## config.mk

```make
export PLATFORM = sky130hd
export DESIGN_NAME = mc_bus_bridge_flat
export DESIGN_NICKNAME = d
export VERILOG_FILES = /design/src/rtl/mc_bus_bridge_if.sv /design/src/rtl/mc_bus_bridge.sv /design/src/flat_wrapper.sv
export SDC_FILE = /design/constraint.sdc
export NUM_CORES = 2
export LEC_CHECK = 0
export CAP_MARGIN = 25
export CORE_AREA = 2 2 424 426
export CTS_CLUSTER_DIAMETER = 200
export DETAILED_ROUTE_END_ITERATION = 6
export DIE_AREA = 0 0 426 428
export PLACE_DENSITY = 0.65
export SYNTH_ARGS = -nofsm -noshare
export SYNTH_HDL_FRONTEND = slang
export SYNTH_SLANG_ARGS = --single-unit
export TNS_END_PERCENT = 50
```

## constraint.sdc

```tcl
create_clock -name clock -period 4.6 [get_ports clock]
set_clock_uncertainty 0.2 [all_clocks]
set_input_delay 0.92 -clock clock [delete_from_list [all_inputs] [get_ports clock]]
set_output_delay 0.92 -clock clock [all_outputs]
set_load 0.02 [all_outputs]
```

## src/rtl/mc_bus_bridge_if.sv

```systemverilog
// MCU parallel-bus signal bundle.
// master: MCU side, drives strobes, address and write data, observes read data.
// slave : bridge side, consumes strobes/address/data, drives read data and pad enable.
// Strobes mc_ce/mc_we/mc_oe are active-low and asynchronous to the bridge clock.
interface mc_bus_bridge_if #(
    parameter int unsigned MC_DATA_WIDTH = 16,
    parameter int unsigned MC_ADD_WIDTH  = 6
);
    logic                     mc_ce;
    logic                     mc_we;
    logic                     mc_oe;
    logic [MC_ADD_WIDTH-1:0]  mc_add;
    logic [MC_DATA_WIDTH-1:0] mc_data_in;
    logic [MC_DATA_WIDTH-1:0] mc_data_out;
    logic                     mc_data_oe;

    modport master (
        output mc_ce, mc_we, mc_oe, mc_add, mc_data_in,
        input  mc_data_out, mc_data_oe
    );

    modport slave (
        input  mc_ce, mc_we, mc_oe, mc_add, mc_data_in,
        output mc_data_out, mc_data_oe
    );
endinterface

```

## src/rtl/mc_bus_bridge.sv

```systemverilog
// MCU parallel-bus bridge: synchronises the MCU strobes, decodes the address and
// routes accesses to a TX/RX FIFO data port (addr 0), a status word (addr 1) or a
// register file (addr 2..NUM_REGS+1).
// Ports:
//   clock, reset      : single clock domain, synchronous active-high reset
//   bus (slave)       : MCU strobes/address/data in, read data + pad enable out
//   tx_data/valid/ready : TX FIFO head, valid/ready
//   rx_data/valid/ready : RX FIFO tail, valid/ready
//   reg_q             : flat register file, register i at [i*W +: W]
//   reg_wr, reg_wr_index : one-cycle pulse and index on each register write
//   irq_rx, irq_tx    : registered RX-not-empty / TX-empty
// Assumes MC_DATA_WIDTH >= 16, FIFO_DEPTH a power of 2 in 2..128,
// NUM_REGS <= 2**MC_ADD_WIDTH - 2.
module mc_bus_bridge #(
    parameter int unsigned MC_DATA_WIDTH = 16,
    parameter int unsigned MC_ADD_WIDTH  = 6,
    parameter int unsigned FIFO_DEPTH    = 16,
    parameter int unsigned NUM_REGS      = 62
) (
    input  logic                              clock,
    input  logic                              reset,
    mc_bus_bridge_if.slave                    bus,
    output logic [MC_DATA_WIDTH-1:0]          tx_data,
    output logic                              tx_valid,
    input  logic                              tx_ready,
    input  logic [MC_DATA_WIDTH-1:0]          rx_data,
    input  logic                              rx_valid,
    output logic                              rx_ready,
    output logic [NUM_REGS*MC_DATA_WIDTH-1:0] reg_q,
    output logic                              reg_wr,
    output logic [7:0]                        reg_wr_index,
    output logic                              irq_rx,
    output logic                              irq_tx
);

    localparam int unsigned W     = MC_DATA_WIDTH;
    localparam int unsigned AW    = MC_ADD_WIDTH;
    localparam int unsigned PTR_W = $clog2(FIFO_DEPTH);
    localparam int unsigned CNT_W = PTR_W + 1;
    localparam int unsigned IDX_W = (NUM_REGS > 1) ? $clog2(NUM_REGS) : 1;

    typedef enum logic [1:0] {
        S_ARM,
        S_IDLE,
        S_WRITE,
        S_READ
    } state_t;

    state_t state;

    // synchronisers, edge-detect history and input registers
    logic [1:0]    ce_sync, we_sync, oe_sync;
    logic          ce_s, we_s, oe_s;
    logic          we_d, oe_d;
    logic [1:0]    sync_fill;
    logic [AW-1:0] add_q;
    logic [W-1:0]  din_q;

    // FIFO state
    logic [W-1:0]     tx_mem [FIFO_DEPTH];
    logic [W-1:0]     rx_mem [FIFO_DEPTH];
    logic [PTR_W-1:0] tx_wr_ptr, tx_rd_ptr, rx_wr_ptr, rx_rd_ptr;
    logic [CNT_W-1:0] tx_count, rx_count;
    logic             rx_underflow, tx_overflow;

    // register file and read bookkeeping
    logic [W-1:0] regs [NUM_REGS];
    logic         rd_pop_q, rd_status_q;

    // decoded events
    logic             we_fall, oe_fall;
    logic             wr_commit, rd_start, rd_exit;
    logic             tx_full, rx_empty;
    logic             tx_push, tx_pop, tx_ovf_set;
    logic             rx_push, rx_pop, rx_unf_set, sticky_clr;
    logic [AW-1:0]    reg_off;
    logic             reg_hit;
    logic [IDX_W-1:0] reg_idx;
    logic [W-1:0]     status, rd_mux;

    assign ce_s = ce_sync[1];
    assign we_s = we_sync[1];
    assign oe_s = oe_sync[1];

    // FIFO-facing handshakes follow the FIFO state directly (no extra cycle)
    assign tx_valid = (tx_count != '0);
    assign tx_data  = tx_mem[tx_rd_ptr];
    assign rx_ready = (rx_count != CNT_W'(FIFO_DEPTH));

    for (genvar g = 0; g < NUM_REGS; g++) begin : g_reg_q
        assign reg_q[g*W +: W] = regs[g];
    end

    // Event decode: strobe edges, FIFO pushes/pops, sticky flag set/clear
    always_comb begin
        we_fall    = we_d & ~we_s;
        oe_fall    = oe_d & ~oe_s;
        wr_commit  = (state == S_IDLE) && !ce_s && we_fall;
        rd_start   = (state == S_IDLE) && !ce_s && oe_fall && !we_fall;
        rd_exit    = (state == S_READ) && (oe_s || ce_s);

        tx_full    = (tx_count == CNT_W'(FIFO_DEPTH));
        rx_empty   = (rx_count == '0);

        // full check uses the pre-pop count, so a same-cycle drain does not save the word
        tx_push    = wr_commit && (add_q == '0) && !tx_full;
        tx_ovf_set = wr_commit && (add_q == '0) && tx_full;
        tx_pop     = tx_valid && tx_ready;

        rx_push    = rx_valid && rx_ready;
        rx_pop     = rd_exit && rd_pop_q;
        rx_unf_set = rd_start && (add_q == '0) && rx_empty;
        sticky_clr = rd_exit && rd_status_q;

        reg_off    = add_q - AW'(2);
        reg_hit    = (add_q >= AW'(2)) && (32'(reg_off) < NUM_REGS);
        reg_idx    = IDX_W'(reg_off);
    end

    // Status word and read-data source select
    always_comb begin
        status        = '0;
        status[0]     = !rx_empty;
        status[1]     = tx_full;
        status[2]     = (tx_count == '0);
        status[3]     = rx_underflow;
        status[4]     = tx_overflow;
        status[15:8]  = 8'(rx_count);

        rd_mux = '0;
        if (add_q == '0) begin
            if (!rx_empty) rd_mux = rx_mem[rx_rd_ptr];
        end else if (add_q == AW'(1)) begin
            rd_mux = status;
        end else if (reg_hit) begin
            rd_mux = regs[reg_idx];
        end
    end

    // Strobe synchronisers and once-per-clock address/data capture
    always_ff @(posedge clock) begin
        if (reset) begin
            ce_sync   <= 2'b11;
            we_sync   <= 2'b11;
            oe_sync   <= 2'b11;
            we_d      <= 1'b1;
            oe_d      <= 1'b1;
            sync_fill <= 2'd0;
            add_q     <= '0;
            din_q     <= '0;
        end else begin
            ce_sync   <= {ce_sync[0], bus.mc_ce};
            we_sync   <= {we_sync[0], bus.mc_we};
            oe_sync   <= {oe_sync[0], bus.mc_oe};
            we_d      <= we_s;
            oe_d      <= oe_s;
            // counts edges until the synchroniser outputs reflect real pad samples
            if (sync_fill != 2'd2) sync_fill <= sync_fill + 2'd1;
            add_q     <= bus.mc_add;
            din_q     <= bus.mc_data_in;
        end
    end

    // Access FSM with registered pad outputs and register-file writes
    always_ff @(posedge clock) begin
        if (reset) begin
            state           <= S_ARM;
            bus.mc_data_out <= '0;
            bus.mc_data_oe  <= 1'b0;
            rd_pop_q        <= 1'b0;
            rd_status_q     <= 1'b0;
            reg_wr          <= 1'b0;
            reg_wr_index    <= '0;
            for (int unsigned i = 0; i < NUM_REGS; i++) regs[i] <= '0;
        end else begin
            reg_wr <= 1'b0;
            case (state)
                // reset-time strobes are reset values, not samples; wait for real highs
                S_ARM: begin
                    if (sync_fill == 2'd2 && we_s && oe_s) state <= S_IDLE;
                end
                S_IDLE: begin
                    if (wr_commit) begin
                        state <= S_WRITE;
                    end else if (rd_start) begin
                        state           <= S_READ;
                        bus.mc_data_out <= rd_mux;
                        bus.mc_data_oe  <= 1'b1;
                        rd_pop_q        <= (add_q == '0) && !rx_empty;
                        rd_status_q     <= (add_q == AW'(1));
                    end
                end
                S_WRITE: begin
                    if (we_s) state <= S_IDLE;
                end
                S_READ: begin
                    if (rd_exit) begin
                        state          <= S_IDLE;
                        bus.mc_data_oe <= 1'b0;
                        rd_pop_q       <= 1'b0;
                        rd_status_q    <= 1'b0;
                    end
                end
                default: state <= S_ARM;
            endcase

            if (wr_commit && reg_hit) begin
                regs[reg_idx] <= din_q;
                reg_wr        <= 1'b1;
                reg_wr_index  <= 8'(reg_off);
            end
        end
    end

    // FIFO storage (no reset needed: contents are qualified by the counts)
    always_ff @(posedge clock) begin
        if (tx_push) tx_mem[tx_wr_ptr] <= din_q;
        if (rx_push) rx_mem[rx_wr_ptr] <= rx_data;
    end

    // FIFO pointers, counts, sticky flags and interrupts
    always_ff @(posedge clock) begin
        if (reset) begin
            tx_wr_ptr    <= '0;
            tx_rd_ptr    <= '0;
            tx_count     <= '0;
            rx_wr_ptr    <= '0;
            rx_rd_ptr    <= '0;
            rx_count     <= '0;
            rx_underflow <= 1'b0;
            tx_overflow  <= 1'b0;
            irq_rx       <= 1'b0;
            irq_tx       <= 1'b1;
        end else begin
            if (tx_push) tx_wr_ptr <= tx_wr_ptr + PTR_W'(1);
            if (tx_pop)  tx_rd_ptr <= tx_rd_ptr + PTR_W'(1);
            tx_count <= tx_count + CNT_W'(tx_push) - CNT_W'(tx_pop);

            if (rx_push) rx_wr_ptr <= rx_wr_ptr + PTR_W'(1);
            if (rx_pop)  rx_rd_ptr <= rx_rd_ptr + PTR_W'(1);
            rx_count <= rx_count + CNT_W'(rx_push) - CNT_W'(rx_pop);

            // a set in the clearing cycle wins
            rx_underflow <= (rx_underflow & ~sticky_clr) | rx_unf_set;
            tx_overflow  <= (tx_overflow & ~sticky_clr) | tx_ovf_set;

            irq_rx <= (rx_count != '0);
            irq_tx <= (tx_count == '0);
        end
    end

endmodule

```

## src/flat_wrapper.sv

```systemverilog
// flat-port wrapper written by rule: the top's interface ports become plain ports
module mc_bus_bridge_flat 
#(
    parameter int unsigned MC_DATA_WIDTH = 16,
    parameter int unsigned MC_ADD_WIDTH  = 6,
    parameter int unsigned FIFO_DEPTH    = 16,
    parameter int unsigned NUM_REGS      = 62
)
  (clock, reset, tx_data, tx_valid, tx_ready, rx_data, rx_valid, rx_ready, reg_q, reg_wr, reg_wr_index, irq_rx, irq_tx, bus_mc_ce, bus_mc_we, bus_mc_oe, bus_mc_add, bus_mc_data_in, bus_mc_data_out, bus_mc_data_oe);
  mc_bus_bridge_if #(.MC_DATA_WIDTH(MC_DATA_WIDTH), .MC_ADD_WIDTH(MC_ADD_WIDTH)) bus_i ();
  input  logic clock;
  input  logic reset;
  output logic [MC_DATA_WIDTH-1:0] tx_data;
  output logic tx_valid;
  input  logic tx_ready;
  input  logic [MC_DATA_WIDTH-1:0] rx_data;
  input  logic rx_valid;
  output logic rx_ready;
  output logic [NUM_REGS*MC_DATA_WIDTH-1:0] reg_q;
  output logic reg_wr;
  output logic [7:0] reg_wr_index;
  output logic irq_rx;
  output logic irq_tx;
  input wire logic [$bits(bus_i.mc_ce)-1:0] bus_mc_ce;
  input wire logic [$bits(bus_i.mc_we)-1:0] bus_mc_we;
  input wire logic [$bits(bus_i.mc_oe)-1:0] bus_mc_oe;
  input wire logic [$bits(bus_i.mc_add)-1:0] bus_mc_add;
  input wire logic [$bits(bus_i.mc_data_in)-1:0] bus_mc_data_in;
  output wire logic [$bits(bus_i.mc_data_out)-1:0] bus_mc_data_out;
  output wire logic [$bits(bus_i.mc_data_oe)-1:0] bus_mc_data_oe;
  assign bus_i.mc_ce = bus_mc_ce;
  assign bus_i.mc_we = bus_mc_we;
  assign bus_i.mc_oe = bus_mc_oe;
  assign bus_i.mc_add = bus_mc_add;
  assign bus_i.mc_data_in = bus_mc_data_in;
  assign bus_mc_data_out = bus_i.mc_data_out;
  assign bus_mc_data_oe = bus_i.mc_data_oe;
  mc_bus_bridge #(.MC_DATA_WIDTH(MC_DATA_WIDTH), .MC_ADD_WIDTH(MC_ADD_WIDTH), .FIFO_DEPTH(FIFO_DEPTH), .NUM_REGS(NUM_REGS)) u_core (.clock(clock), .reset(reset), .bus(bus_i), .tx_data(tx_data), .tx_valid(tx_valid), .tx_ready(tx_ready), .rx_data(rx_data), .rx_valid(rx_valid), .rx_ready(rx_ready), .reg_q(reg_q), .reg_wr(reg_wr), .reg_wr_index(reg_wr_index), .irq_rx(irq_rx), .irq_tx(irq_tx));
endmodule
```

Yosys cells after proc, flatten, opt, wreduce, memory -nomap -nowiden
Memory sizes are Yosys's and may differ from the RTL's. A register that Yosys moved wholly into a read port is not among the register bits.
Index checks and enable logic that the tools add are counted.
- bits in registers: 90
- RAM bits: 1504
- bits of input ports: 45
- word-level logic and storage cells: 135
- memories: 3
- add/sub/neg operators: 10
- order comparisons: 2
- equal/unequal tests: 14
- multiplexer cells: 36
- bitwise logic cells: 10
- reductions and logical operators: 35
- memories (name ; depth ; width ; read ports ; clocked after memory_dff ; wr ports ; line ; source):
    u_core.regs ; 62 ; 16 ; 63 ; 0 ; 62 ; mc_bus_bridge.sv:67 ; logic [W-1:0] regs [NUM_REGS];
    u_core.rx_mem ; 16 ; 16 ; 1 ; 1 ; 1 ; mc_bus_bridge.sv:61 ; logic [W-1:0] rx_mem [FIFO_DEPTH];
    u_core.tx_mem ; 16 ; 16 ; 1 ; 1 ; 1 ; mc_bus_bridge.sv:60 ; logic [W-1:0] tx_mem [FIFO_DEPTH];
- operator list (operator ; number):
    $mux 16 ; 5
    $logic_and 1x1->1 ; 19
    $mux 1 ; 17
    $add 4x1->4 const B ; 4
    $mux 4 ; 4
    $reduce_or 16->1 ; 1
    $add 5x1->5 ; 2
    $logic_not 5->1 ; 2
    $mux 2 ; 5
    $reduce_bool 5->1 ; 2
    $sub 5x1->5 ; 2
    $ne 2x1->1 const B ; 4
    $pmux 2 s4 ; 1
    $reduce_and 4->1 ; 2
    $eq 2x2->1 const B ; 3
    $eq 6x1->1 const B ; 1
    $ge 6x2->1 const B ; 1
    $logic_not 6->1 ; 1
    $lt 6x6->1 const B ; 1
    $mux 6 ; 1
    $pmux 1 s2 ; 3
    $sub 6x2->6 const B ; 1
    $eq 5x5->1 const B ; 1
    $ne 5x5->1 const B ; 1
    12 further kinds ; 23

Logic depth before layout (Yosys ltp)
- word-level depth: 9
- gate-level depth with buffers: 16
- mapped depth without buffers: 12

Worst setup path before layout
No wires, ideal clock.
- path type: register -> register
- from: reg u_core.add_q[1]
- to: mem u_core.regs[18][0] (netlist bit), enable pin
- library setup time: 367 ps
- data arrival time: 3351 ps
- data required time: 4033 ps
- slack: 682 ps
- stages on the path, launching flop included: 15
- period minus slack after synthesis: 3918 ps
- cells stage by stage: dfxtp_1 -> buf_6 -> buf_6 -> buf_4 -> buf_6 -> inv_1 -> buf_2 -> ha_1 -> buf_2 -> xnor2_1 -> o21ai_1 -> buf_2 -> nor3_2 -> clkbuf_1 -> a21o_1
- RTL lines (element ; line ; source):
    from (decl) ; mc_bus_bridge.sv:56 ; logic [AW-1:0] add_q;
    from (signal assigned) ; mc_bus_bridge.sv:159 ; add_q <= bus.mc_add;
    to (decl) ; mc_bus_bridge.sv:67 ;

==> summary.md <==
| Metric | Value |
|---|---|
| Initial core utilization | 0.400 |
| Power, Total | ~36,000 uW |
| CP Launch Type | flop |
| Largest stage delay on the critical path | approximately 0.6 ns |
| Cells traversed along the worst timing path | buf_12 -> mux4_2 -> mux4_2 -> clkdlybuf4s50_1 |
| Layout cells sized above 1 | 0.179 |
| Final cell count without fillers | around 8,000 |
| Insertion delay to the later sink of the worst-skew pair | between 0.8 and 0.9 ns |
| Capture point of the worst reg-to-reg path | u_core.regs[52][9] |
| RSZ-0062 raised after global routing | no |
| Final Worst Setup Slack | approximately 0.26 ns |
| Ratio of routed vias to standard cells | between 5 and 6 |
| Number of cells traversed by the worst hold path | 1 |
| Number of enable-type register cells in the synthesized netlist | between 1,500 and 2,000 |
| Post-Syn Area | slightly above 0.07 sq mm |
| Final weighted congestion in routability-driven placement | 0.958 |
| Minimum setup slack among reg-to-reg paths | slightly above 0.4 ns |
| Post-synth top area share | 0.649 |
| Post-synth top flop | sky130_fd_sc_hd__edfxtp_1 |
| Lkg Pwr | between 0.03 and 0.04 uW |
| Longest Clk Path Bufs | 3 |
| Fill cell total of the finished layout | roughly 15,000 |
| Fraction of power consumed by the clock network | 0.387 |
| Library cell with the largest summed area after synthesis | sky130_fd_sc_hd__edfxtp_1 |
| Ratio of total power to cell area | around 390 mW/mm^2 |
| Total negative slack | 0 ns |
| Cell with the most instances after synthesis | sky130_fd_sc_hd__edfxtp_1 |
| Starting DRT DRC Count | approximately 7,000 |
| Cell chosen for the clock root | sky130_fd_sc_hd__clkbuf_16 |
| Number of maximum-capacitance constraint violations | 0 |
| Post-route minimum period | 4.34 ns |
| Largest net degree at the start of global routing | between 100 and 150 |
| Std cell rows | around 160 |
| Worst reg2reg path depth | 8 |
| Synthesized area divided by synthesized cell count | approximately 16 sq um |
| Sw Pwr | approximately 9500 uW |
| Worst-path clk slew | 0.06 ns |
| Initial antenna violation count | between 50 and 60 |
| Total GRT Usage | 0.329 |
| Width of the die | between 400 and 500 um |
| Die boundary height | roughly 430 um |
| Final #Nets | between 5,000 and 6,000 |
| Combinational share of power | 0.130 |
| Normalized max-slew margin | 0.139 |
| Number of buffers inserted by hold repair at cts | 0 |
| FMAX | 0.230 GHz |
| Wire length of the first global-routing pass | 407,000 um |
| Top post-synthesis cells by area | sky130_fd_sc_hd__edfxtp_1 65%, sky130_fd_sc_hd__mux4_2 10%, sky130_fd_sc_hd__and2_1 8.5% |
| Number of clock buffers inserted by TritonCTS | 176 |
| Result of the run | completed |
| Worst Hold Endpoint | u_core.ce_sync[1] |
| Cell at the slowest stage of the critical path | sky130_fd_sc_hd__mux4_2 |
| Core area | about 0.18 sq mm |
| Die ar. | between 0.15 and 0.2 sq mm |
| Slew at the pin closest to its max-slew limit | 1.29 ns |
| Area of combinational cells with multiple inputs | about 0.022 sq mm |
| TritonCTS clock tree | done |
| CP required | ~3.5 ns |
| Cell-internal power | 26,300 uW |
| Ys Warns | 0 |
| Share of total power in sequential cells | 0.483 |
| Total instance count after detailed placement | about 7,600 |
| Drt total wl | about 310,000 um |
| Critical Path AT | about 3.2 ns |
| Post-CTS repair timing setup buffer count | 0 |
| Fin. Hold Viols | 0 |
| Crit path capture type | primary output |
| Hold path startpoint | u_core.ce_sync[0] |
| Switching Share | 0.266 |
| Count of clock tree sinks | about 1,600 |
| Max H-tree Level | 4 |
| Post-Place Setup Slack | between 0.3 and 0.4 ns |
| Via count of the first global-routing pass | 45,500 |
| Most common cell type on the critical path | sky130_fd_sc_hd__mux4_2 |
| Critical Setup Path Class | reg -> out |
| Asr flop ratio synth | 0 |
| Total grt overflow | 0 |
| Area taken by flip-flops and latches | approximately 0.048 sq mm |
| Detailed-placement wirelength estimate | 225,000 um |
| Maximum resistive drop on vdd | approximately 0.40 mV |
| Min Hold Slack | between 0.2 and 0.25 ns |
| Cell types with the highest counts after synthesis | 1,536 x sky130_fd_sc_hd__edfxtp_1, 969 x sky130_fd_sc_hd__and2_1, 320 x sky130_fd_sc_hd__mux4_2 |
| Max-slew violation count | 0 |
| Hold/Removal Path Class | reg -> reg |
| Register area share after synthesis | 0.676 |
| Synthesis-stage register bit count | 1,634 |
| Largest driver fanout on the critical path | 37 |
| # IOs | 1,083 |
| Number of remaining DRC errors | 0 |
| Count of nets left with antenna violations after detail routing | 0 |
| Number of buffers added on ports | 1,080 |
| Setup Viol. Count Final | 0 |
| Post-CTS Resized | 0 |
| Post-synth cell types | 79 |
| DR WL/cell | 38.3 um |
| Startpoint of the most critical register-to-register path | u_core.add_q[2] |
| Period utilisation layout | 0.945 |
| Drt first pass iters | 7 |
| Cell count after synthesis | between 4,000 and 5,000 |
| Synth-to-layout area growth | 28.1% |
| Via total after detailed routing | approximately 48,000 |
==> metrics by stage <==
| stage | utilization | instance area, sq um |
|---|---|---|
| floorplan | - | 71100 |
| global placement | 0.480 | 85300 |
| detailed placement | 0.481 | 85400 |
| CTS | 0.512 | 90900 |
| global route | 0.512 | 91000 |
| finish | 0.512 | 91000 |
==> cells by family (layout without fill, tap and decap cells) <==
kind of cell,Yosys count,count (layout),share of synthesized area
flip-flops,1634,1634,0.676
multiplexers,574,574,0.138
AND/OR/NAND/NOR,1424,1424,0.124
buffers and inverters,381,1609,0.0231
adder cells (fa/ha/maj),29,29,0.00532
other,1,35,0.0000528
AO/OA/AOI/OAI,293,293,0.0295
XOR/XNOR,24,24,0.00296
==> placed cells by master (no fill, tap or decap), types with 63 or more instances in the layout <==
cell type                         Yosys  final
sky130_fd_sc_hd__or2_2               71     71
sky130_fd_sc_hd__dfxtp_1             98     75
sky130_fd_sc_hd__clkbuf_16            0    178
sky130_fd_sc_hd__and2_1             969    968
sky130_fd_sc_hd__nor2_1             108    106
sky130_fd_sc_hd__nand2_1             64     63
sky130_fd_sc_hd__buf_4               22    167
sky130_fd_sc_hd__mux4_2             320    320
sky130_fd_sc_hd__clkdlybuf4s50_1      0   1079
sky130_fd_sc_hd__a22oi_1             67     67
sky130_fd_sc_hd__edfxtp_1          1536   1536
sky130_fd_sc_hd__mux2i_1            193    193
==> critical path, delay by kind of cell, from the launching register on <==
kind                   cells  cell delay (ns)
muxes                      2             1.11
buffers and inverters      2             0.86
DFF                        1             0.41
==> power by group through the flow <==
stage	clock, uW	combinational (uW)	sequential (uW)
detailed placement	0	4610	17600
global route	14500	4800	17300
floorplan	0	2140	17600
CTS	13900	4630	17300
finish	13800	4640	17300
global placement	0	4570	17600
==> worst max path at each step <==
stage,start,end,slack (ns),cells past startpoint
after floorplan,u_core.add_q[1],u_core.regs[18][0],0.68,14
after global placement,u_core.add_q[1],u_core.bus.mc_data_out[6],0.14,7
after detailed placement,u_core.add_q[2],u_core.regs[51][4],0.31,8
after CTS,flop,tx_data[14],0.18,4
after global routing,flop,tx_data[8],0.13,4
final,flop,tx_data[8],0.26,4
==> sequential cells by signal, indices dropped and copies added (netlist names), 5 cells and up, named ones only <==
register / flops
u_core.bus.mc_data_out: 16
u_core.tx_count: 5
u_core.rx_count: 5
u_core.tx_mem: 256
u_core.rx_mem: 256
u_core.add_q: 6
u_core.regs: 1024
u_core.din_q: 16
u_core.reg_wr_index: 6
==> metal layers <==
metal  share of wire  GRT usage  routed length, um
met4           0.059      0.161              18100
met5         0.00062          0                189
met2            0.47      0.528             144000
met3            0.11     0.0914              32300
met1            0.36      0.411             111000
==> layout make-up <==
type	count	area share
Tap cell	2355	0.0324
Clock inverter	99	0.00998
Multi-Input combinational cell	2346	0.239
Antenna cell	33	0.000907
Inverter	27	0.00111
Timing Repair Buffer	1269	0.137
Clock buffer	214	0.0508
Sequential cell	1634	0.529
Power figures use the tool's default switching activity.
